`src/rtl/ml_ext_mem_bridge_if.sv`:
```
// Shared SoC memory bus: req/gnt request phase, rvalid/rdata response.
// master is the bridge side, slave is the memory/interconnect side.
interface ml_ext_mem_bridge_if;
    logic        bus_req;
    logic        bus_we;
    logic [31:0] bus_addr;
    logic [31:0] bus_wdata;
    logic        bus_gnt;
    logic        bus_rvalid;
    logic [31:0] bus_rdata;

    modport master (
        output bus_req, bus_we, bus_addr, bus_wdata,
        input  bus_gnt, bus_rvalid, bus_rdata
    );

    modport slave (
        input  bus_req, bus_we, bus_addr, bus_wdata,
        output bus_gnt, bus_rvalid, bus_rdata
    );
endinterface

```
`src/rtl/ml_ext_mem_bridge.sv`:
```
// Accelerator ext_mem port to SoC bus bridge: posted writes, ordered reads, read timeout.
// Optional address window check enabled by defining MEM_BRIDGE_RANGE_CHK_EN.
module ml_ext_mem_bridge #(
    parameter int unsigned WFIFO_DEPTH = 4,
    parameter int unsigned RD_TIMEOUT  = 256,
    parameter logic [31:0] WIN_BASE    = 32'h8000_0000,
    parameter logic [31:0] WIN_SIZE    = 32'h0010_0000
) (
    input  logic        clk,
    input  logic        rst_n,
    input  logic [31:0] acc_addr,
    input  logic [31:0] acc_wdata,
    input  logic        acc_we,
    input  logic        acc_re,
    output logic [31:0] acc_rdata,
    output logic        acc_ready,
    output logic        acc_err,
    input  logic        err_clr,
    ml_ext_mem_bridge_if.master mem
);

    typedef enum logic [2:0] {
        IDLE, WR_DRAIN, RD_REQ, RD_WAIT, RD_DONE
    } state_t;

    localparam int unsigned PW = (WFIFO_DEPTH > 1) ? $clog2(WFIFO_DEPTH) : 1;
    localparam int unsigned CW = $clog2(RD_TIMEOUT + 1);
    localparam logic [PW:0] FULL_CNT = (PW+1)'(WFIFO_DEPTH);
    localparam logic [PW:0] ONE_CNT  = (PW+1)'(1);
    localparam logic [CW-1:0] TMO_LAST = CW'(RD_TIMEOUT - 1);

    state_t state, state_nxt;

    logic [31:0]   f_addr [WFIFO_DEPTH];
    logic [31:0]   f_data [WFIFO_DEPTH];
    logic [PW-1:0] wr_ptr, rd_ptr;
    logic [PW:0]   f_cnt;
    logic          f_full, f_empty;

    logic [31:2]   rd_addr;
    logic [CW-1:0] tmo_cnt;

    logic wr_acc, rd_acc, push, pop, wr_issue;
    logic in_win, rng_err, rsp_take, tmo_hit;

`ifdef MEM_BRIDGE_RANGE_CHK_EN
    logic [32:0] win_off;
    // A borrow out of the subtraction means the address is below the base.
    assign win_off = {1'b0, acc_addr} - {1'b0, WIN_BASE};
    assign in_win  = !win_off[32] && (win_off < {1'b0, WIN_SIZE});
`else
    logic unused_win;
    assign unused_win = ^{WIN_BASE, WIN_SIZE};
    assign in_win     = 1'b1;
`endif

    assign f_full  = (f_cnt == FULL_CNT);
    assign f_empty = (f_cnt == '0);

    assign wr_acc  = acc_ready && acc_we;
    assign rd_acc  = acc_ready && acc_re && !acc_we;
    assign push    = wr_acc && in_win;
    assign pop     = wr_issue && mem.bus_gnt;
    assign rng_err = (wr_acc || rd_acc) && !in_win;

    assign rsp_take = mem.bus_rvalid &&
                      ((state == RD_WAIT) ||
                       (state == RD_REQ && mem.bus_gnt));
    assign tmo_hit  = (state == RD_WAIT) && !mem.bus_rvalid &&
                      (tmo_cnt == TMO_LAST);

    always_ff @(posedge clk or negedge rst_n) begin
        if (!rst_n) begin
            state <= IDLE;
        end else begin
            state <= state_nxt;
        end
    end

    always_comb begin
        state_nxt = state;
        unique case (state)
            IDLE, RD_DONE: begin
                state_nxt = IDLE;
                if (rd_acc) begin
                    if (!in_win)
                        state_nxt = RD_DONE;
                    else if (!f_empty)
                        state_nxt = WR_DRAIN;
                    else
                        state_nxt = RD_REQ;
                end
            end
            WR_DRAIN: begin
                if (f_empty || (pop && f_cnt == ONE_CNT))
                    state_nxt = RD_REQ;
            end
            RD_REQ: begin
                if (mem.bus_gnt)
                    state_nxt = mem.bus_rvalid ? RD_DONE : RD_WAIT;
            end
            RD_WAIT: begin
                if (rsp_take || tmo_hit)
                    state_nxt = RD_DONE;
            end
            default: state_nxt = IDLE;
        endcase
    end

    always_comb begin
        acc_ready     = 1'b0;
        wr_issue      = 1'b0;
        mem.bus_req   = 1'b0;
        mem.bus_we    = 1'b0;
        mem.bus_addr  = '0;
        mem.bus_wdata = '0;
        unique case (state)
            IDLE, RD_DONE: acc_ready = !f_full;
            RD_REQ: begin
                mem.bus_req  = 1'b1;
                mem.bus_addr = {rd_addr, 2'b00};
            end
            default: ;
        endcase
        // Reads own the bus once issued; writes drain in every other state.
        if (!f_empty && state != RD_REQ && state != RD_WAIT) begin
            wr_issue      = 1'b1;
            mem.bus_req   = 1'b1;
            mem.bus_we    = 1'b1;
            mem.bus_addr  = f_addr[rd_ptr];
            mem.bus_wdata = f_data[rd_ptr];
        end
    end

    always_ff @(posedge clk or negedge rst_n) begin
        if (!rst_n) begin
            wr_ptr <= '0;
            rd_ptr <= '0;
            f_cnt  <= '0;
            for (int i = 0; i < int'(WFIFO_DEPTH); i++) begin
                f_addr[i] <= '0;
                f_data[i] <= '0;
            end
        end else begin
            if (push) begin
                f_addr[wr_ptr] <= {acc_addr[31:2], 2'b00};
                f_data[wr_ptr] <= acc_wdata;
                wr_ptr         <= wr_ptr + 1'b1;
            end
            if (pop)
                rd_ptr <= rd_ptr + 1'b1;
            unique case ({push, pop})
                2'b10:   f_cnt <= f_cnt + 1'b1;
                2'b01:   f_cnt <= f_cnt - 1'b1;
                default: ;
            endcase
        end
    end

    always_ff @(posedge clk or negedge rst_n) begin
        if (!rst_n) begin
            rd_addr   <= '0;
            tmo_cnt   <= '0;
            acc_rdata <= '0;
            acc_err   <= 1'b0;
        end else begin
            if (rd_acc)
                rd_addr <= acc_addr[31:2];
            tmo_cnt <= (state == RD_WAIT) ? tmo_cnt + 1'b1 : '0;
            if (rsp_take)
                acc_rdata <= mem.bus_rdata;
            else if (tmo_hit)
                acc_rdata <= 32'hDEAD_BEEF;
            else if (rd_acc && !in_win)
                acc_rdata <= '0;
            // A new error outranks a simultaneous clear.
            acc_err <= tmo_hit || rng_err || (acc_err && !err_clr);
        end
    end

endmodule
```
`src/flat_wrapper.sv`:
```
// flat-port wrapper written by rule: the top's interface ports become plain ports
module ml_ext_mem_bridge_flat 
#(
    parameter int unsigned WFIFO_DEPTH = 4,
    parameter int unsigned RD_TIMEOUT  = 256,
    parameter logic [31:0] WIN_BASE    = 32'h8000_0000,
    parameter logic [31:0] WIN_SIZE    = 32'h0010_0000
)
  (clk, rst_n, acc_addr, acc_wdata, acc_we, acc_re, acc_rdata, acc_ready, acc_err, err_clr, mem_bus_req, mem_bus_we, mem_bus_addr, mem_bus_wdata, mem_bus_gnt, mem_bus_rvalid, mem_bus_rdata);
  ml_ext_mem_bridge_if mem_i ();
  input  logic clk;
  input  logic rst_n;
  input  logic [31:0] acc_addr;
  input  logic [31:0] acc_wdata;
  input  logic acc_we;
  input  logic acc_re;
  output logic [31:0] acc_rdata;
  output logic acc_ready;
  output logic acc_err;
  input  logic err_clr;
  output wire logic [$bits(mem_i.bus_req)-1:0] mem_bus_req;
  output wire logic [$bits(mem_i.bus_we)-1:0] mem_bus_we;
  output wire logic [$bits(mem_i.bus_addr)-1:0] mem_bus_addr;
  output wire logic [$bits(mem_i.bus_wdata)-1:0] mem_bus_wdata;
  input wire logic [$bits(mem_i.bus_gnt)-1:0] mem_bus_gnt;
  input wire logic [$bits(mem_i.bus_rvalid)-1:0] mem_bus_rvalid;
  input wire logic [$bits(mem_i.bus_rdata)-1:0] mem_bus_rdata;
  assign mem_bus_req = mem_i.bus_req;
  assign mem_bus_we = mem_i.bus_we;
  assign mem_bus_addr = mem_i.bus_addr;
  assign mem_bus_wdata = mem_i.bus_wdata;
  assign mem_i.bus_gnt = mem_bus_gnt;
  assign mem_i.bus_rvalid = mem_bus_rvalid;
  assign mem_i.bus_rdata = mem_bus_rdata;
  ml_ext_mem_bridge #(.WFIFO_DEPTH(WFIFO_DEPTH), .RD_TIMEOUT(RD_TIMEOUT), .WIN_BASE(WIN_BASE), .WIN_SIZE(WIN_SIZE)) u_core (.clk(clk), .rst_n(rst_n), .acc_addr(acc_addr), .acc_wdata(acc_wdata), .acc_we(acc_we), .acc_re(acc_re), .acc_rdata(acc_rdata), .acc_ready(acc_ready), .acc_err(acc_err), .err_clr(err_clr), .mem(mem_i));
endmodule
```
`config.mk`:
```
export PLATFORM = sky130hd
export DESIGN_NAME = ml_ext_mem_bridge_flat
export DESIGN_NICKNAME = d
export VERILOG_FILES = /design/src/rtl/ml_ext_mem_bridge_if.sv /design/src/rtl/ml_ext_mem_bridge.sv /design/src/flat_wrapper.sv
export SDC_FILE = /design/constraint.sdc
export NUM_CORES = 1
export LEC_CHECK = 0
export BUFFER_PORTS_ARGS = -buffer_cell sky130_fd_sc_hd__buf_2
export CELL_PAD_IN_SITES_DETAIL_PLACEMENT = 0
export CELL_PAD_IN_SITES_GLOBAL_PLACEMENT = 1
export CORE_ASPECT_RATIO = 1.5
export CORE_MARGIN = 2
export CORE_UTILIZATION = 53
export CTS_CLUSTER_DIAMETER = 60
export CTS_CLUSTER_SIZE = 10
export DETAILED_ROUTE_END_ITERATION = 7
export PLACE_DENSITY = 0.86
export SYNTH_ARGS = -nofsm -noshare
export SYNTH_HDL_FRONTEND = slang
export SYNTH_SLANG_ARGS = --single-unit
```
`constraint.sdc`:
```
create_clock -name clk -period 5.6 [get_ports clk]
set_input_delay 0 -clock clk [delete_from_list [all_inputs] [get_ports clk]]
set_output_delay 0 -clock clk [all_outputs]
set_load 0.005 [all_outputs]
```
==> results.toml <==
[status]
status = "finished clean"

[logic_synthesis]
netlist_area_mm2 = 0.01559
yosys_warnings = 0
ys_seq_area_frac = 0.5296
synth_ff_type = "dfrtp_1"
async_flop_share = 1.000
ys_types = 41
synthCells = 925
synth_enable_flop_cells = 0
ys_seq_elements = 330
synth.avg_cell_area_um2 = 16.86

[place]
place_area_mm2 = 0.01667
dp_slack_ns = 2.431
place.gp.congestion = 0.7457
hpwl_um = 18820
portBuffers = 198
dp_cells = 1460

[critical_path]
regToRegStartpoint = "u_core.f_cnt[0]$_DFFE_PN0P_"
crit_slowest_cell = "dfrtp_4"
cpPeakStageDelay_ns = 1.06
cp_max_fo = 44
cp-startpoint = "u_core.rd_ptr[0]$_DFFE_PN0P_"
cp.arrival_ns = 3.16
crit_required_ns = 5.60
path_cells = "buf_4 > mux4_2 > a22o_1 > buf_2"
end_kind = "output port"
crit_type = "reg -> out"
cp-start-kind = "flip-flop"

[sta]
hold_viol_final = 0
fin_ws_ns = 2.445
rsz0062_at_grt = "no"
worst_pin_slew_ns = 1.131
fin_crit_ns = 3.155
setup_tns_ns = 0
setup_viol = 0
skew_ns = 0.007505
period_share = 0.5635
relSlewSlack = 0.2463
slew_viol_final = 0
fmax_mhz = 316.9

[route]
wl_um = 32850
dr.pass1.iters = 4
ant_nets = 0
drcViolationCount = 0
detail_route.wl_per_cell_um = 20.48
drtIter0Drc = 395
viasPerCell = 5.497
dr_total_vias = 8817

[pwr]
p_leak_nw = 9.094
p_comb_frac = 0.408
power_frac_clock = 0.197
power.total_w = 0.01111
power.internal_w = 0.007815
peakVddDrop_mv = 0.3469
p_switching_w = 0.003298
p_sw_frac = 0.2968
p_per_area_mw_per_mm2 = 594.2
power_frac_seq = 0.396

[job]
max_cap_violations = 0

[global_route]
grt_max_degree = 148
antenna_found_initial = 2
grt_usage = 0.2214
gr-total-overflow = 0
grt_pass1_vias = 9994
grt_pass1_wl_um = 54030

[clock_network]
cts_setup_buffers = 0
cts_buffers = 38
cts_tree = "built"
cts_num_sinks = 330
cts_max_level = 2
cts-root-buf = "clkbuf_16"
cts_buffer_depth = 3
worst_skew_pair.late_latency_ns = 0.52
path_clk_slew_ns = 0.05

[cells_and_area]
fin_cells = 1604
fillers = 2062
drive_gt1_frac = 0.4884
layout_commonest_cell = "dfrtp_1"
fin_nets = 1323
area_delta_synth_final_pct = 19.93
fin_area_mm2 = 0.01870
mostFrequentLayoutCells = "328 x dfrtp_1, 240 x mux2_4, 197 x buf_2"

[floorplanning]
die_w_um = 144.1
coreArea_mm2 = 0.02881
row_count = 76
die-height_um = 214.1
initial_utilization = 0.5412
design.portCount = 203
dieArea_mm2 = 0.03084

[hold_path]
min_path_type = "in -> reg"
hold_start = "acc_we"
## cells by family (layout without fill, tap and decap cells)
| logic type | Yosys count | in the layout | share of synthesized area |
|---|---|---|---|
| fa+ha+maj | 11 | 11 | 0.008826 |
| compound gates | 80 | 80 | 0.04164 |
| xor+xnor | 10 | 10 | 0.005617 |
| buf+inv | 74 | 360 | 0.03619 |
| mux | 342 | 342 | 0.3494 |
| other cells | 1 | 4 | 0.0002405 |
| simple gates | 77 | 77 | 0.02857 |
| flops | 330 | 330 | 0.5296 |
## power groups by stage
stage / logic (W) / clock network [W] / registers (W)
final: 0.00453 / 0.00218 / 0.00440
after floorplan: 0.00360 / 0 / 0.00399
after CTS: 0.00459 / 0.00225 / 0.00439
after detailed placement: 0.00452 / 0 / 0.00440
after global placement: 0.00442 / 0 / 0.00435
after global routing: 0.00488 / 0.00234 / 0.00456
## critical path: cells and delay by family, from the launching register on
kind                   cells  cell delay (ns)
AOI/OAI and AO/OA          1             0.24
muxes                      1             0.58
buffers and inverters      2             0.71
DFF                        1             1.06
## worst paths after layout
check,depth (start not counted),end,slack (ns)
max in group asynchronous,3,u_core.f_data[100]$_DFFE_PN0P_,4.01
max reg2reg,7,u_core.f_data[127]$_DFFE_PN0P_,2.48
min reg2reg,1,u_core.tmo_cnt[0]$_DFF_PN0_,0.45
max,4,mem_bus_addr[7],2.44
min in group asynchronous,2,u_core.acc_rdata[17]$_DFFE_PN0P_,0.16
min,5,u_core.state[0]$_DFFE_PN0P_,0.03
## through the flow
stage / hold slack [ns] / utilization
finish: 0.02569 / 0.6491
CTS: 0.004643 / 0.6489
detailed placement: 0.1625 / 0.5786
floorplan: -0.2956 / -
global placement: 0.1572 / 0.5786
global route: 0.08801 / 0.6491
## Yosys cell counts, types with 3 or more instances
cell type / instances / area [um2]
mux2_1: 8 / 90.09
xnor2_1: 7 / 61.31
mux2_4: 240 / 3603
mux4_2: 62 / 1396
inv_1: 10 / 37.54
o22a_1: 24 / 210.2
mux2_2: 30 / 337.8
and3_1: 3 / 18.77
buf_12: 6 / 120.1
buf_2: 22 / 110.1
nand2_1: 10 / 37.54
nand3_1: 4 / 20.02
nor2_1: 12 / 45.04
clkbuf_1: 12 / 45.04
a21oi_1: 6 / 30.03
ha_1: 11 / 137.6
and2_1: 33 / 206.5
dfrtp_1: 330 / 8258
nand2_4: 3 / 33.78
a22o_1: 38 / 332.8
buf_4: 3 / 22.52
xor2_1: 3 / 26.28
o21ai_0: 7 / 35.03
nor3b_1: 3 / 22.52
buf_6: 20 / 225.2
## registers in the layout (all words and copies together), names as in the netlist
name	flops
u_core.f_addr	120
u_core.acc_err	1
u_core.f_cnt	3
u_core.rd_ptr	2
u_core.acc_rdata	32
u_core.rd_addr	30
u_core.state	3
u_core.wr_ptr	2
u_core.tmo_cnt	9
u_core.f_data	128
## final cells by class
class / count / area, um2 / area share
timing repair buffer: 306 / 2072 / 0.1108
inverter: 11 / 41.29 / 0.002208
clock buffer: 43 / 1033 / 0.05526
tap: 390 / 488.0 / 0.02609
multi-input combinational: 522 / 6797 / 0.3634
sequential: 330 / 8265 / 0.4420
antenna: 2 / 5.005 / 0.0002676
## routing by layer
metal	track usage	up-vias	share of wire
met5	0	-	0
met4	0.06732	0	0.024
met3	0.03350	50	0.033
met2	0.3802	182	0.51
met1	0.2898	4644	0.43
li1	-	3941	-
## timing repair
action	4_1_cts	5_1_grt
hold buffers	99	0
resized for setup	0	0
endpoints found under the hold margin	433	0
No activity file was read; power rests on OpenSTA's default activity.
